--- src/rtl/uart_apb_arbiter.sv ---
// rtl/uart_apb_arbiter.sv - round-robin two-requester APB master in front of uart_apb
// Requests are accepted only in IDLE; each transfer ends in one rsp_valid pulse (data or timeout error).
module uart_apb_arbiter #(
  parameter int ADDR_W  = 8,
  parameter int DATA_W  = 32,
  parameter int TIMEOUT = 16
) (
  input  logic                clk,
  input  logic                resetn,
  input  logic [1:0]          req_valid,
  input  logic [1:0]          req_write,
  input  logic [2*ADDR_W-1:0] req_addr,
  input  logic [2*DATA_W-1:0] req_wdata,
  output logic [1:0]          req_ready,
  output logic [1:0]          rsp_valid,
  output logic [DATA_W-1:0]   rsp_rdata,
  output logic                rsp_err,
  output logic                psel,
  output logic                penable,
  output logic                pwrite,
  output logic [ADDR_W-1:0]   paddr,
  output logic [DATA_W-1:0]   pwdata,
  input  logic [DATA_W-1:0]   prdata,
  input  logic                pready
);

  localparam logic [1:0] ST_IDLE   = 2'd0;
  localparam logic [1:0] ST_SETUP  = 2'd1;
  localparam logic [1:0] ST_ACCESS = 2'd2;

  localparam int              CNT_W    = $clog2(TIMEOUT) + 1;
  localparam bit              TO_EN    = (TIMEOUT != 0);
  localparam logic [CNT_W-1:0] CNT_LAST = CNT_W'(TIMEOUT > 0 ? TIMEOUT - 1 : 0);
  localparam logic [CNT_W-1:0] CNT_MAX  = '1;

  logic [1:0]        state_q, state_d;
  logic              last_grant_q, last_grant_d;
  logic [CNT_W-1:0]  cnt_q, cnt_d;
  logic              psel_q, psel_d;
  logic              penable_q, penable_d;
  logic              pwrite_q, pwrite_d;
  logic [ADDR_W-1:0] paddr_q, paddr_d;
  logic [DATA_W-1:0] pwdata_q, pwdata_d;
  logic [1:0]        rsp_valid_q, rsp_valid_d;
  logic [DATA_W-1:0] rsp_rdata_q, rsp_rdata_d;
  logic              rsp_err_q, rsp_err_d;

  logic grant;
  logic any_req;

  // On a tie the requester that did not win last time goes first.
  always_comb begin
    any_req = |req_valid;
    if (req_valid == 2'b10) begin
      grant = 1'b1;
    end else if (req_valid == 2'b01) begin
      grant = 1'b0;
    end else begin
      grant = ~last_grant_q;
    end
  end

  always_comb begin
    req_ready = 2'b00;
    if (resetn && (state_q == ST_IDLE) && any_req) begin
      req_ready = grant ? 2'b10 : 2'b01;
    end
  end

  always_comb begin
    state_d      = state_q;
    last_grant_d = last_grant_q;
    cnt_d        = cnt_q;
    psel_d       = psel_q;
    penable_d    = penable_q;
    pwrite_d     = pwrite_q;
    paddr_d      = paddr_q;
    pwdata_d     = pwdata_q;
    rsp_valid_d  = 2'b00;
    rsp_rdata_d  = rsp_rdata_q;
    rsp_err_d    = rsp_err_q;

    case (state_q)
      ST_IDLE: begin
        if (any_req) begin
          paddr_d      = grant ? req_addr[ADDR_W +: ADDR_W] : req_addr[0 +: ADDR_W];
          pwdata_d     = grant ? req_wdata[DATA_W +: DATA_W] : req_wdata[0 +: DATA_W];
          pwrite_d     = grant ? req_write[1] : req_write[0];
          last_grant_d = grant;
          psel_d       = 1'b1;
          state_d      = ST_SETUP;
        end
      end
      ST_SETUP: begin
        penable_d = 1'b1;
        cnt_d     = '0;
        state_d   = ST_ACCESS;
      end
      ST_ACCESS: begin
        // last_grant_q still names the owner of the transfer in flight.
        if (pready) begin
          rsp_valid_d = last_grant_q ? 2'b10 : 2'b01;
          rsp_rdata_d = pwrite_q ? '0 : prdata;
          rsp_err_d   = 1'b0;
          psel_d      = 1'b0;
          penable_d   = 1'b0;
          state_d     = ST_IDLE;
        end else if (TO_EN && (cnt_q == CNT_LAST)) begin
          rsp_valid_d = last_grant_q ? 2'b10 : 2'b01;
          rsp_rdata_d = '0;
          rsp_err_d   = 1'b1;
          psel_d      = 1'b0;
          penable_d   = 1'b0;
          state_d     = ST_IDLE;
        end else if (cnt_q != CNT_MAX) begin
          cnt_d = cnt_q + 1'b1;
        end
      end
      default: begin
        psel_d    = 1'b0;
        penable_d = 1'b0;
        state_d   = ST_IDLE;
      end
    endcase
  end

  always_ff @(posedge clk or negedge resetn) begin
    if (!resetn) begin
      state_q      <= ST_IDLE;
      last_grant_q <= 1'b1;
      cnt_q        <= '0;
      psel_q       <= 1'b0;
      penable_q    <= 1'b0;
      pwrite_q     <= 1'b0;
      paddr_q      <= '0;
      pwdata_q     <= '0;
      rsp_valid_q  <= 2'b00;
      rsp_rdata_q  <= '0;
      rsp_err_q    <= 1'b0;
    end else begin
      state_q      <= state_d;
      last_grant_q <= last_grant_d;
      cnt_q        <= cnt_d;
      psel_q       <= psel_d;
      penable_q    <= penable_d;
      pwrite_q     <= pwrite_d;
      paddr_q      <= paddr_d;
      pwdata_q     <= pwdata_d;
      rsp_valid_q  <= rsp_valid_d;
      rsp_rdata_q  <= rsp_rdata_d;
      rsp_err_q    <= rsp_err_d;
    end
  end

  assign psel      = psel_q;
  assign penable   = penable_q;
  assign pwrite    = pwrite_q;
  assign paddr     = paddr_q;
  assign pwdata    = pwdata_q;
  assign rsp_valid = rsp_valid_q;
  assign rsp_rdata = rsp_rdata_q;
  assign rsp_err   = rsp_err_q;

endmodule

--- config.mk ---
export PLATFORM = sky130hd
export DESIGN_NAME = uart_apb_arbiter
export DESIGN_NICKNAME = d
export VERILOG_FILES = /design/src/rtl/uart_apb_arbiter.sv
export SDC_FILE = /design/constraint.sdc
export NUM_CORES = 1
export LEC_CHECK = 0
export ABC_AREA = 1
export CORE_MARGIN = 3
export CORE_UTILIZATION = 44
export DETAILED_ROUTE_END_ITERATION = 12
export GPL_TIMING_DRIVEN = 0
export PLACE_DENSITY = 0.85
export SYNTH_ARGS = -nofsm -noshare
export SYNTH_HDL_FRONTEND = slang
export SYNTH_SLANG_ARGS = --single-unit
--- constraint.sdc ---
create_clock -name clk -period 3.5 [get_ports clk]
set_clock_uncertainty 0.05 [all_clocks]
set_input_delay 0.35 -clock clk [delete_from_list [all_inputs] [get_ports clk]]
set_output_delay 0.35 -clock clk [all_outputs]
set_load 0.005 [all_outputs]
==> impl_summary.txt <==
----------------------------------------------------
[Worst setup path]
  Top delay family on crit path ... buffers and inverters
  Required time of the worst setup path ... 3.10 ns
  Biggest cell delay along the critical path ... 0.56 ns
  Class of the most critical setup path ... in -> out
  Worst Setup Start Kind ... input port
  Critical-path cell list ... dlygate4sd3_1 -> buf_4 -> buf_16 -> inv_1 -> nor3_1 -> clkdlybuf4s50_1
  Worst path buffer plus inverter count ... 5
  Crit-path slowest cell ... sky130_fd_sc_hd__clkdlybuf4s50_1
  Type of destination of the critical path ... output port
  Arrival @ worst endpoint ... 2.48 ns
  Worst-path fanout max ... 49

[Synth]
  Number of distinct library cells after synthesis ... 22
  Post-Syn Instances ... 572
  Post-Syn Area per Cell ... 7.57 um2
  Number of register bits inferred by synthesis ... 86
  Synth warnings ... 0
  Cell area after synthesis ... 0.00433 mm2
  Post-synthesis sequential area ratio ... 49.7%
  Nets in the synthesized netlist ... 695

[STA]
  Total negative setup slack ... 0 ns
  Worst-case headroom to the max-slew limit ... 66.2%
  Count of final setup violators ... 0
  Max Transition Viols Final ... 0
  Worst-Margin Slew ... 0.507 ns
  Final-report hold violation count ... 0
  Period utilisation layout ... 82.4%
  Post-route worst setup slack ... 0.617 ns
  Hold slack ... 0.433 ns
  Clock period minus worst slack ... 2.88 ns
  RSZ-0062 raised after global routing ... false
  Peak Freq ... 347 MHz

[Power and ir drop]
  Sw Pwr ... 1.77 mW
  Part of the total power dissipated in the clock network ... 15.7%
  Total internal power ... 3.23 mW
  Largest voltage drop on the vdd net ... 0.394 mV
  LEAKAGE ... 3.41 nW
  Switching share of power ... 35.3%
  Share of total power in combinational logic ... 48.9%
  Register share of total power ... 35.4%
  Power per unit of standard cell area ... 742 mW/mm2

[Cells and area]
  Most frequent standard cell in the layout excluding fill and tap cells ... sky130_fd_sc_hd__nand2_1
  Area overhead of the layout relative to synthesis ... 55.6%
  Layout cell share with drive strength beyond 1 ... 7.61%
  ANT cells ... 0
  Final core utilization ... 71.6%
  Commonest cells after routing, fill and taps aside ... sky130_fd_sc_hd__nand2_1 (214), sky130_fd_sc_hd__clkdlybuf4s50_1 (197), sky130_fd_sc_hd__inv_1 (92)
  Number of nets in the layout ... 906

[Place]
  Final Wtd Congestion ... 0.923
  Detailed placer's ending HPWL ... 9.95 mm
  Count of port buffers added during placement ... 198
  Setup slack after placement ... 0.928 ns

[Run]
  Count of max-cap constraint violations ... 0

[Clock tree]
  Level count of the clock H-tree ... 3
  Cell at the root of the clock tree ... sky130_fd_sc_hd__clkbuf_8
  Buffers inserted by post-CTS timing repair ... 0
  Cts bufs inserted ... 9
  Clock tree from TritonCTS ... yes
  Clock-pin transition on the worst setup and hold timing paths ... 0.08 ns
  Buffer depth of the longest clock path ... 2
  Count of cells resized by post-cts repair ... 0
  Worst skew pair latency ... 0.34 ns
  Clock sink total ... 86

[Global routing]
  Via count of the first global-routing pass ... 4348
  GRT overflow ... 0
  Number of antenna violations at the first check in global routing ... 0
  Largest net degree at the start of global routing ... 50
  First-pass GRT wire length ... 20.7 mm
  Overall global routing resource usage ... 23.1%

[Detailed routing]
  Routed WL per cell ... 13.8 um
  DRC viols ... 0
  Wire length reported by the detailed router ... 12.7 mm
  Via-to-Cell Ratio ... 4.82
  Iteration count of the initial detailed-routing pass ... 5
  Total via count after detailed routing ... 4421
  Post-detailed-route count of antenna-violating nets ... 0
  Iteration-0 DRC count of the detailed router ... 194

[Die]
  Initial cell density of the core ... 46.0%
  Vertical die dimension ... 105 um
  Die Area ... 0.0111 mm2
  Top-level I/O count ... 199
  FP Rows ... 35
  Placeable Area ... 0.00942 mm2
  Die Wd ... 105 um

[Min path]
  Min-Delay Path Class ... reg -> reg

[Status]
  Result of the run ... completed

----------------------------------------------------
## sequential cells by signal, summed over array words and instances, names as in the netlist
signal        flops
state_q           2
last_grant_q      1
cnt_q             5
pwrite            1
rsp_rdata        32
paddr             8
rsp_err           1
pwdata           32
psel              1
rsp_valid         2
penable           1
## cells by family (layout without fill, tap and decap cells)
kind of cell / count (synthesis) / after routing / share of synthesized area [%]
compound gates: 37 / 37 / 5.06
xor+xnor: 1 / 1 / 0.202
fa+ha+maj: 4 / 4 / 1.16
buf+inv: 125 / 341 / 13.1
flops: 86 / 86 / 49.7
simple gates: 319 / 319 / 30.8
## power by group through the flow
stage / clock (mW) / combinational (mW) / sequential, mW
2_1_floorplan: 0 / 1.04 / 1.78
6_report: 0.785 / 2.45 / 1.77
3_5_place_dp: 0 / 2.46 / 1.77
4_1_cts: 0.808 / 2.47 / 1.77
3_3_place_gp: 0 / 2.38 / 1.76
5_1_grt: 0.854 / 2.71 / 1.82
## through the flow
step / area, um2 / power (mW) / instances
after floorplan: 4330 / 2.83 / 572
after global routing: 6740 / 5.39 / 917
after global placement: 6470 / 4.14 / 899
after detailed placement: 6500 / 4.24 / 900
final: 6740 / 5.00 / 917
after CTS: 6740 / 5.05 / 917
## cells in the mapped netlist (all sizes together)
cell    number  area [um2]
buf         25         191
clkbuf       5        18.8
dfrtp       85        2130
dfstp        1        26.3
ha           4        50.1
inv         95         357
nand2      217         827
nand3       89         445
nand4        1        6.26
nor2        11        48.8
nor3         1        5.00
o21ai       37         219
xor2         1        8.76
## worst register-to-register path, cell delays in order, from the launching register on
cell                      delay (ns)
sky130_fd_sc_hd__dfrtp_1        0.42
sky130_fd_sc_hd__ha_1           0.22
sky130_fd_sc_hd__nand2_1        0.06
sky130_fd_sc_hd__nor2_1         0.22
sky130_fd_sc_hd__ha_1           0.23
sky130_fd_sc_hd__inv_1          0.05
sky130_fd_sc_hd__nand2_1        0.08
sky130_fd_sc_hd__nand2_1        0.12
sky130_fd_sc_hd__buf_6          0.17
sky130_fd_sc_hd__buf_6          0.14
sky130_fd_sc_hd__nand2_1        0.08
sky130_fd_sc_hd__o21ai_2        0.07
## what timing repair did
| action | CTS | global route |
|---|---|---|
| endpoints found under the hold margin | 38 | 0 |
| hold buffers | 1 | 0 |
| setup endpoints to repair | 0 | 0 |
## metal layers
metal  track usage, %  share of wire (%)  up-vias
met1             27.5                 39     2027
met4             7.31                2.1        0
met5                0                  0        -
met2             40.2                 50      211
li1                 -                  -     2158
met3             6.67                9.1       25
## layout make-up
cell class              count  area [um2]
fillers                   705        2680
flip-flops and latches     86        2150
repair buffers            200        2020
multi-input cells         361        1610
inverters                  95         357
plain buffers              30         210
well taps                 129         161
clock buffers              10         138
clock inverters             6        92.6
## worst paths after layout
check	slack [ns]	cells after the start	to	start
hold reg to reg	0.43	2	pwdata[13]	pwdata[13]
min in group asynchronous	0.47	2	rsp_rdata[24]	resetn
setup reg to reg	1.48	11	rsp_rdata[24]	cnt_q[0]
hold / removal	0.43	2	pwdata[13]	pwdata[13]
max in group asynchronous	2.27	3	last_grant_q	resetn
setup / recovery	0.62	6	req_ready[0]	resetn
No activity file was read; power rests on OpenSTA's default activity.
